$ cat src/rtl/tiny1_mmio_uart.sv
// tiny1_mmio_uart: memory-mapped UART bridge for the tiny1 SoC.
//
// Sits behind the mem_addr[15] mmap select. Received bytes are buffered in an
// RX FIFO, outgoing bytes in a TX FIFO drained through a valid/ready port.
// Provides sticky overflow flags (W1C), an optional level IRQ and a halt strobe.
//
// Optional feature macro: TINY1_MMIO_IRQ_EN
//   defined     -> IRQ_MASK register and registered irq output are present
//   not defined -> irq tied to 0, irqack ignored, IRQ_MASK reads 0
//
// Ports:
//   clk, rst        clock, synchronous active-high reset
//   mem_addr        core address ([15] mmap select, [10:0] register offset)
//   mem_data_o      core write data
//   mem_wr, mem_rd  core write / read strobes
//   mmio_data_i     registered read data returned to the core
//   uart_din        received byte, qualified by uart_valid
//   uart_out        TX FIFO head byte, qualified by uart_out_valid
//   uart_out_ready  sink accepts uart_out this cycle
//   irq, irqack     level interrupt request / acknowledge
//   halt            one-cycle pulse after a write to IO_HALT
//
// Register map (byte offsets):
//   0 RX_STATUS  R   [0] rx_nonempty, [15:8] rx_count
//   2 RX_DATA    R   {8'b0, head}, pops; returns 0 when empty
//   4 TX_STATUS  R   [0] tx_not_full, [1] tx_empty, [15:8] tx_count
//   6 TX_DATA    W   push mem_data_o[7:0]
//   8 IRQ_MASK   RW  [0] rx_nonempty enable, [1] tx_empty enable
//  10 ERR        R/W1C [0] rx_overflow, [1] tx_overflow
//   IO_HALT      W   halt pulse

module tiny1_mmio_uart #(
  parameter int unsigned RX_DEPTH = 16,
  parameter int unsigned TX_DEPTH = 16,
  parameter int unsigned IO_HALT  = 512
) (
  input  logic        clk,
  input  logic        rst,
  input  logic [15:0] mem_addr,
  input  logic [15:0] mem_data_o,
  input  logic        mem_wr,
  input  logic        mem_rd,
  output logic [15:0] mmio_data_i,
  input  logic [7:0]  uart_din,
  input  logic        uart_valid,
  output logic [7:0]  uart_out,
  output logic        uart_out_valid,
  input  logic        uart_out_ready,
  output logic        irq,
  input  logic        irqack,
  output logic        halt
);

  localparam int unsigned RX_AW = $clog2(RX_DEPTH);
  localparam int unsigned TX_AW = $clog2(TX_DEPTH);

  localparam logic [10:0] OFF_RX_STATUS = 11'd0;
  localparam logic [10:0] OFF_RX_DATA   = 11'd2;
  localparam logic [10:0] OFF_TX_STATUS = 11'd4;
  localparam logic [10:0] OFF_TX_DATA   = 11'd6;
  localparam logic [10:0] OFF_IRQ_MASK  = 11'd8;
  localparam logic [10:0] OFF_ERR       = 11'd10;
  localparam logic [10:0] OFF_HALT      = IO_HALT[10:0];

  // Bus decode
  logic        mm_rd;
  logic        mm_wr;
  logic [10:0] off;

  assign mm_rd = mem_addr[15] & mem_rd;
  assign mm_wr = mem_addr[15] & mem_wr;
  assign off   = mem_addr[10:0];

  // ---------------------------------------------------------------------------
  // RX FIFO
  // ---------------------------------------------------------------------------
  logic [7:0]     rx_mem_q [RX_DEPTH];
  logic [RX_AW:0] rx_wptr_q, rx_wptr_d;
  logic [RX_AW:0] rx_rptr_q, rx_rptr_d;
  logic [RX_AW:0] rx_count;
  logic [7:0]     rx_cnt8;
  logic [7:0]     rx_head;
  logic           rx_empty;
  logic           rx_full;
  logic           rx_pop;
  logic           rx_push;
  logic           rx_ovf_set;

  assign rx_empty = (rx_wptr_q == rx_rptr_q);
  // Full when the low bits match but the wrap bits differ.
  assign rx_full  = (rx_wptr_q[RX_AW] != rx_rptr_q[RX_AW]) &&
                    (rx_wptr_q[RX_AW-1:0] == rx_rptr_q[RX_AW-1:0]);
  assign rx_count = rx_wptr_q - rx_rptr_q;
  assign rx_cnt8  = 8'(rx_count);
  assign rx_head  = rx_mem_q[rx_rptr_q[RX_AW-1:0]];

  assign rx_pop     = mm_rd && (off == OFF_RX_DATA) && !rx_empty;
  // A pop in the same cycle frees the slot the incoming byte needs.
  assign rx_push    = uart_valid && (!rx_full || rx_pop);
  assign rx_ovf_set = uart_valid && rx_full && !rx_pop;

  always_comb begin
    rx_wptr_d = rx_wptr_q;
    rx_rptr_d = rx_rptr_q;
    if (rx_push) rx_wptr_d = rx_wptr_q + {{RX_AW{1'b0}}, 1'b1};
    if (rx_pop)  rx_rptr_d = rx_rptr_q + {{RX_AW{1'b0}}, 1'b1};
  end

  always_ff @(posedge clk) begin
    if (rst) begin
      rx_wptr_q <= '0;
      rx_rptr_q <= '0;
    end else begin
      rx_wptr_q <= rx_wptr_d;
      rx_rptr_q <= rx_rptr_d;
    end
  end

  // Storage needs no reset: contents are only visible while non-empty.
  always_ff @(posedge clk) begin
    if (!rst && rx_push) rx_mem_q[rx_wptr_q[RX_AW-1:0]] <= uart_din;
  end

  // ---------------------------------------------------------------------------
  // TX FIFO
  // ---------------------------------------------------------------------------
  logic [7:0]     tx_mem_q [TX_DEPTH];
  logic [TX_AW:0] tx_wptr_q, tx_wptr_d;
  logic [TX_AW:0] tx_rptr_q, tx_rptr_d;
  logic [TX_AW:0] tx_count;
  logic [7:0]     tx_cnt8;
  logic [7:0]     tx_head;
  logic           tx_empty;
  logic           tx_full;
  logic           tx_wr;
  logic           tx_hs;
  logic           tx_push;
  logic           tx_ovf_set;

  assign tx_empty = (tx_wptr_q == tx_rptr_q);
  assign tx_full  = (tx_wptr_q[TX_AW] != tx_rptr_q[TX_AW]) &&
                    (tx_wptr_q[TX_AW-1:0] == tx_rptr_q[TX_AW-1:0]);
  assign tx_count = tx_wptr_q - tx_rptr_q;
  assign tx_cnt8  = 8'(tx_count);
  assign tx_head  = tx_mem_q[tx_rptr_q[TX_AW-1:0]];

  // Valid is masked during reset so no byte can be handed off while the
  // FIFO is being discarded.
  assign uart_out_valid = !tx_empty && !rst;
  assign uart_out       = uart_out_valid ? tx_head : '0;

  assign tx_wr      = mm_wr && (off == OFF_TX_DATA);
  assign tx_hs      = uart_out_valid && uart_out_ready;
  assign tx_push    = tx_wr && (!tx_full || tx_hs);
  assign tx_ovf_set = tx_wr && tx_full && !tx_hs;

  always_comb begin
    tx_wptr_d = tx_wptr_q;
    tx_rptr_d = tx_rptr_q;
    if (tx_push) tx_wptr_d = tx_wptr_q + {{TX_AW{1'b0}}, 1'b1};
    if (tx_hs)   tx_rptr_d = tx_rptr_q + {{TX_AW{1'b0}}, 1'b1};
  end

  always_ff @(posedge clk) begin
    if (rst) begin
      tx_wptr_q <= '0;
      tx_rptr_q <= '0;
    end else begin
      tx_wptr_q <= tx_wptr_d;
      tx_rptr_q <= tx_rptr_d;
    end
  end

  always_ff @(posedge clk) begin
    if (!rst && tx_push) tx_mem_q[tx_wptr_q[TX_AW-1:0]] <= mem_data_o[7:0];
  end

  // ---------------------------------------------------------------------------
  // Sticky error flags: set wins over a simultaneous W1C clear
  // ---------------------------------------------------------------------------
  logic [1:0] err_q, err_d;
  logic [1:0] err_clr;

  assign err_clr = (mm_wr && (off == OFF_ERR)) ? mem_data_o[1:0] : 2'b00;

  always_comb begin
    err_d = (err_q & ~err_clr) | {tx_ovf_set, rx_ovf_set};
  end

  always_ff @(posedge clk) begin
    if (rst) err_q <= '0;
    else     err_q <= err_d;
  end

  // ---------------------------------------------------------------------------
  // Interrupt
  // ---------------------------------------------------------------------------
  logic [15:0] mask_rd;

`ifdef TINY1_MMIO_IRQ_EN
  logic [1:0] mask_q, mask_d;
  logic       irq_q, irq_d;
  logic       irq_cond;

  assign irq_cond = (mask_q[0] && !rx_empty) || (mask_q[1] && tx_empty);

  always_comb begin
    mask_d = mask_q;
    if (mm_wr && (off == OFF_IRQ_MASK)) mask_d = mem_data_o[1:0];
    irq_d = irq_cond && !irqack;
  end

  always_ff @(posedge clk) begin
    if (rst) begin
      mask_q <= '0;
      irq_q  <= 1'b0;
    end else begin
      mask_q <= mask_d;
      irq_q  <= irq_d;
    end
  end

  assign irq     = irq_q;
  assign mask_rd = {14'b0, mask_q};

  logic unused_bits;
  assign unused_bits = &{1'b0, mem_addr[14:11], mem_data_o[15:8]};
`else
  assign irq     = 1'b0;
  assign mask_rd = '0;

  logic unused_bits;
  assign unused_bits = &{1'b0, mem_addr[14:11], mem_data_o[15:8], irqack};
`endif

  // ---------------------------------------------------------------------------
  // Read data register: holds the last mmap read result
  // ---------------------------------------------------------------------------
  logic [15:0] rdata_d;
  logic [15:0] mmio_q;

  always_comb begin
    rdata_d = '0;
    case (off)
      OFF_RX_STATUS: rdata_d = {rx_cnt8, 7'b0, !rx_empty};
      OFF_RX_DATA:   rdata_d = rx_empty ? 16'h0000 : {8'b0, rx_head};
      OFF_TX_STATUS: rdata_d = {tx_cnt8, 6'b0, tx_empty, !tx_full};
      OFF_IRQ_MASK:  rdata_d = mask_rd;
      OFF_ERR:       rdata_d = {14'b0, err_q};
      default:       rdata_d = '0;
    endcase
  end

  always_ff @(posedge clk) begin
    if (rst)        mmio_q <= '0;
    else if (mm_rd) mmio_q <= rdata_d;
  end

  assign mmio_data_i = mmio_q;

  // ---------------------------------------------------------------------------
  // Halt strobe
  // ---------------------------------------------------------------------------
  logic halt_q;

  always_ff @(posedge clk) begin
    if (rst) halt_q <= 1'b0;
    else     halt_q <= mm_wr && (off == OFF_HALT);
  end

  assign halt = halt_q;

endmodule

$ cat config.mk
export PLATFORM = sky130hd
export DESIGN_NAME = tiny1_mmio_uart
export DESIGN_NICKNAME = d
export VERILOG_FILES = /design/src/rtl/tiny1_mmio_uart.sv
export SDC_FILE = /design/constraint.sdc
export NUM_CORES = 1
export LEC_CHECK = 0
export ABC_AREA = 1
export ABC_CLOCK_PERIOD_IN_PS = 2600
export CORE_UTILIZATION = 60
export CTS_BUF_LIST = sky130_fd_sc_hd__clkbuf_16
export DETAILED_ROUTE_END_ITERATION = 16
export GPL_TIMING_DRIVEN = 0
export PLACE_DENSITY = 0.87
export SYNTH_ARGS = -nofsm -noshare
export SYNTH_HDL_FRONTEND = slang
export SYNTH_SLANG_ARGS = --single-unit
$ cat constraint.sdc
create_clock -name clk -period 2.6 [get_ports clk]
set_input_delay 0.65 -clock clk [delete_from_list [all_inputs] [get_ports clk]]
set_output_delay 0.65 -clock clk [all_outputs]
set_load 0.05 [all_outputs]
After elaboration in Yosys (flattened, before gate mapping)
Memory sizes are Yosys's and may differ from the RTL's. A register that Yosys moved wholly into a read port is not among the register bits.
Cells that the tools add are included.
- input port bits: 47
- logic and storage cells: 70
- output and inout port bits: 27
- memories kept: 2
- flip-flop bits (word level): 39
- memory bits (writable): 256
- bitwise operators: 5
- reductions and logical operators: 27
- mux-type cells: 12
- $add $sub $neg: 6
- equality and inequality tests: 11
- memories (memory ; words ; bits a word ; rd ports ; clocked after memory_dff ; wr ports ; RTL line ; text):
    rx_mem_q ; 16 ; 8 ; 1 ; 1 ; 1 ; 77 ; logic [7:0] rx_mem_q [RX_DEPTH];
    tx_mem_q ; 16 ; 8 ; 1 ; 1 ; 1 ; 127 ; logic [7:0] tx_mem_q [TX_DEPTH];
- operators by type and width (operator ; number):
    $pmux W13 S4 ; 1
    $eq A11 B3 Y1 const B ; 2
    $add A5 B1 Y5 const B ; 4
    $logic_and A1 B1 Y1 ; 17
    $mux W4 ; 4
    $mux W8 ; 2
    $eq A11 B10 Y1 const B ; 1
    $eq A11 B2 Y1 const B ; 1
    $eq A11 B4 Y1 const B ; 1
    $logic_not A11 Y1 ; 1
    $eq A5 B5 Y1 ; 2
    $sub A5 B5 Y5 ; 2
    $eq A4 B4 Y1 ; 2
    $logic_not A1 Y1 ; 7
    $mux W1 ; 4
    $and A1 B1 Y1 ; 2
    $and A2 B2 Y2 ; 1
    $logic_or A1 B1 Y1 ; 2
    $mux W2 ; 1
    $ne A1 B1 Y1 ; 2
    $not A2 Y2 ; 1
    $or A2 B2 Y2 ; 1

Logic depth before layout (Yosys ltp)
- depth after elaboration: 9
- mapped depth: 13
- gate-level depth less buffers: 13

Least setup slack after synthesis
Ideal clock, no wire load.
- path type: input port to output port
- start point: input rst
- end point: output uart_out[1]
- arrival: 2.179 ns
- required time: 1.950 ns
- buffers on the path: 1
- setup slack: -0.229 ns
- cell stages on the path: 6
- cell sequence: buf_2 > inv_2 > nand2_1 > inv_2 > nand2_1 > a21oi_1
- word-level cells in the longest chain between the ends: 3
- ends and longest elaborated chain (what ; RTL line ; text):
    from (decl) ; 38 ; input logic rst,
    $logic_not A1 Y1 ; 149 ; assign uart_out_valid = !tx_empty && !rst;
    $logic_and A1 B1 Y1 ; 149 ;
    named net uart_out_valid ; 47 ; output logic uart_out_valid,
    $mux W8 ; 150 ; assign uart_out = uart_out_valid ? tx_head : '0;
    to (decl) ; 46 ; output logic [7:0] uart_out,
The timed path passes the listed nets, and every way through them passes these cells.

==> results.rst <==
.. list-table::
   :header-rows: 1

   * - Metric
     - Value
   * - Number of vias in the routed layout
     - around 10000
   * - Max FO, Critical Path
     - 9
   * - CTS tree
     - done
   * - Placer's final routability congestion estimate
     - 0.933
   * - H-tree Lvls
     - 1
   * - Worst hold slack
     - 0.467 ns
   * - Number of detailed-routing iterations run before antenna repair
     - 5
   * - N_diodes
     - 0
   * - EDFF count, synth
     - approximately 260
   * - Largest cells by area after synthesis
     - sky130_fd_sc_hd__edfxtp_1 59%, sky130_fd_sc_hd__nand2_1 9.0%, sky130_fd_sc_hd__dfxtp_1 6.8%, sky130_fd_sc_hd__nand3_1 5.0%, sky130_fd_sc_hd__a21oi_1 3.6%
   * - Launching element type of the critical path
     - register
   * - Internal cell power
     - just under 8 mW
   * - Type of the most critical hold path
     - register to register
   * - Detail-routed via count per cell
     - around 6.3
   * - Element type at the critical path end
     - output pin
   * - FP Rows
     - between 50 and 60
   * - Comb power frac
     - 0.029
   * - Final routed DRC violation total
     - 0
   * - Slew at the pin with the worst max-slew slack
     - 0.842 ns
   * - Final number of max-transition violations
     - 0
   * - Die area
     - around 22000 um^2
   * - Maximum single-stage delay on the critical path
     - roughly 0.37 ns
   * - Violated checks
     - setup timing
   * - Number of clock sinks seen by CTS
     - 300
   * - Run status
     - finished, violations left
   * - Share of the cycle needed by the critical path after routing
     - 1.11
   * - Iter 0 DRT Violations
     - 1590
   * - Fillcell total
     - 1237
   * - Final HPWL from detailed placement
     - around 21000 um
   * - Global-route wire length before repair
     - between 50000 and 60000 um
   * - Share of layout cells above drive strength 1
     - 0.182
   * - Required time worst endpoint
     - about 2.0 ns
   * - Top-level port count
     - 74
   * - Max Cap Viol
     - 0
   * - Top achievable clock speed
     - ~350 MHz
   * - Critical path class
     - register to output pin
   * - Buffer depth of the longest clock path
     - 3
   * - Final #Nets
     - about 1400
   * - Series of cell instances along the critical path
     - buf_12, bufbuf_16, nand2_1, nand3_1, nand3_1, nand2_1, a21oi_2, nor2_2, buf_6
   * - Placeable core area
     - 21100 um^2
   * - Number of nets still failing antenna checks after routing
     - 0
   * - Power density over the cells
     - ~630 nW/um^2
   * - Count of input and output buffers
     - between 50 and 60
   * - Synth Instances
     - 1218
   * - Clock insertion delay at the later pin of the skew report
     - 0.57 ns
   * - Area growth syn-to-layout
     - 20.2%
   * - Distinct cells, synth
     - 37
   * - Initial antenna violation count
     - 0
   * - Number of hold buffers added after CTS
     - 0
   * - Async set or reset register ratio after synthesis
     - 0
   * - Synthesized cell area
     - ~13000 um^2
   * - Setup repair after global routing missed its margin
     - true
   * - Leakage power summed over all cells
     - 5.70 nW
   * - Switching power as a share of total power
     - 0.210
   * - Clock slew at the register clock pins of the worst setup and hold paths
     - around 0.06 ns
   * - Fraction of the yosys area taken by sequential cells
     - 0.662
   * - Critical path's slowest cell
     - sky130_fd_sc_hd__dfxtp_4
   * - Fin crit period
     - 2.89 ns
   * - Chip height
     - around 150 um
   * - Portion of total power attributed to sequential cells
     - 0.534
   * - Final setup violating endpoints
     - 9
   * - Final clock skew
     - between 0.02 and 0.03 ns
   * - Average wire per cell in the routed design
     - roughly 22 um
   * - Die Wd
     - 149 um
   * - Initial Utilization
     - 0.614
   * - Total global routing track utilization
     - 0.313
   * - Total count of hold-check failures in the final report
     - 0
   * - Post-synthesis register bit count
     - 300
   * - Switching power of the nets
     - just over 2 mW
   * - Total of warnings raised by yosys
     - 0
   * - Largest area contributor in the synthesized netlist
     - sky130_fd_sc_hd__edfxtp_1
   * - Mean Syn Cell Area
     - 10.6 um^2
   * - Highest ir drop seen on vdd
     - ~0.00061 V
   * - Buffer cell driving the clock tree root
     - sky130_fd_sc_hd__clkbuf_16
   * - Util after Layout
     - 0.738
   * - Number of global-route vias before repair
     - approximately 10000
   * - Final TNS setup
     - -1.88 ns
   * - Total routed wirelength
     - about 36000 um
   * - Pin count of the biggest net entering global routing
     - 18
   * - Number of clock buffers inserted by TritonCTS
     - 29
   * - GRT Residual Overflow
     - 0
   * - Worst slew margin relative to its limit
     - 0.437
   * - Portion of synthesized cell area occupied by the leading cell type
     - 0.594
   * - Relative contribution of the clock network to total power
     - 0.438
   * - Top flip-flop cell by instance count after synthesis
     - sky130_fd_sc_hd__edfxtp_1
   * - Final worst-path setup slack
     - -0.287 ns
   * - Arrival time of the worst setup path
     - 2.24 ns
==> cells by family (layout without fill, tap and decap cells) <==
family,Yosys count,count (layout),synth area share
simple gates,588,588,0.197
buf+inv,134,264,0.0438
xor+xnor,8,8,0.00541
compound gates,167,167,0.0708
other cells,1,4,0.000290
fa+ha+maj,20,20,0.0205
flops,300,300,0.662
==> synthesized netlist by cell type (11+ instances only) <==
master / instances
sky130_fd_sc_hd__inv_1: 65
sky130_fd_sc_hd__o21ai_0: 30
sky130_fd_sc_hd__inv_2: 11
sky130_fd_sc_hd__nand2_1: 312
sky130_fd_sc_hd__dfxtp_1: 44
sky130_fd_sc_hd__o211ai_1: 14
sky130_fd_sc_hd__nand3_1: 129
sky130_fd_sc_hd__nor2_1: 108
sky130_fd_sc_hd__clkbuf_1: 24
sky130_fd_sc_hd__a21oi_1: 93
sky130_fd_sc_hd__buf_2: 20
sky130_fd_sc_hd__o21ai_1: 13
sky130_fd_sc_hd__edfxtp_1: 256
sky130_fd_sc_hd__ha_1: 18
sky130_fd_sc_hd__a22oi_1: 12
==> power by group through the flow <==
stage	clock (mW)	sequential (mW)	combinational (mW)
after detailed placement	0	5.35	0.262
after floorplan	0	5.35	0.113
after global placement	0	5.34	0.256
final	4.30	5.24	0.282
after CTS	4.25	5.24	0.268
after global routing	4.44	5.24	0.298
==> layer usage <==
layer | share of wire | track usage
met4 | 0.045 | 0.130
met1 | 0.36 | 0.416
met3 | 0.12 | 0.0606
met5 | 0 | 0
met2 | 0.47 | 0.506
==> placed cells by master, fill, tap and decap left out, types with 12 or more instances in the layout <==
cell type and n:
sky130_fd_sc_hd__nand2_1 300, sky130_fd_sc_hd__edfxtp_1 256, sky130_fd_sc_hd__nand3_1 125, sky130_fd_sc_hd__a21oi_1 85, sky130_fd_sc_hd__nor2_1 71, sky130_fd_sc_hd__inv_1 64
sky130_fd_sc_hd__clkdlybuf4s50_1 46, sky130_fd_sc_hd__dfxtp_1 33, sky130_fd_sc_hd__buf_4 31, sky130_fd_sc_hd__o21ai_0 30, sky130_fd_sc_hd__clkbuf_16 29, sky130_fd_sc_hd__nor2_2 27
sky130_fd_sc_hd__nor2_4 21, sky130_fd_sc_hd__nand2_2 16, sky130_fd_sc_hd__o211ai_1 14, sky130_fd_sc_hd__ha_1 14, sky130_fd_sc_hd__clkbuf_1 13, sky130_fd_sc_hd__o21ai_1 13
sky130_fd_sc_hd__nand2_4 12, sky130_fd_sc_hd__buf_6 12
==> worst max-delay path, delay by kind of cell (launching register included) <==
kind                   cells  cell delay (ns)
AND/OR/NAND/NOR            5             0.51
AO/OA/AOI/OAI              1             0.20
flip-flops                 1             0.37
buffers and inverters      3             0.58
==> timing repair <==
item,in CTS,in global routing
endpoints found under the hold margin,0,0
cloned,2,0
buffers inserted,13,8
resized for setup,168,52
setup endpoints to repair,137,265
pin swaps,7,8
==> path summary, 6_finish.rpt <==
check        cells after the start              end  slack (ns)       startpoint
min reg2reg                      2  mmio_data_i[12]        0.47  mmio_data_i[12]
max reg2reg                     11  rx_mem_q[15][6]        0.10     rx_wptr_q[0]
max                              9      uart_out[5]       -0.29         register
min                              2  mmio_data_i[12]        0.47  mmio_data_i[12]
==> flip-flops by register name (all words and copies together) (netlist names), named ones only <==
signal,cells
tx_mem_q,128
tx_rptr_q,5
rx_mem_q,128
rx_rptr_q,5
mmio_data_i,13
rx_wptr_q,5
halt,1
err_q,2
tx_wptr_q,5
==> layout make-up <==
cell class	count	area (um^2)	share of cell area
Multi-Input combinational cell	787	4170	0.268
Timing Repair inverter	1	7.51	0.000482
Timing Repair Buffer	77	768	0.0494
Clock inverter	25	244	0.0157
Buffer	55	394	0.0253
Inverter	77	319	0.0205
Tap cell	275	344	0.0221
Sequential cell	300	8590	0.552
Clock buffer	29	726	0.0466
==> per-stage QoR <==
stage | worst slack [ns] | cell area, um^2 | instances | total power [mW]
final | -0.287 | 15600 | 1626 | 9.82
after global routing | -0.328 | 15600 | 1626 | 9.98
after CTS | -0.180 | 15300 | 1618 | 9.76
after detailed placement | -0.573 | 13900 | 1551 | 5.61
after global placement | -0.566 | 13900 | 1551 | 5.60
after floorplan | 0.0623 | 13000 | 1221 | 5.46
(Power assumes the default switching activity.)
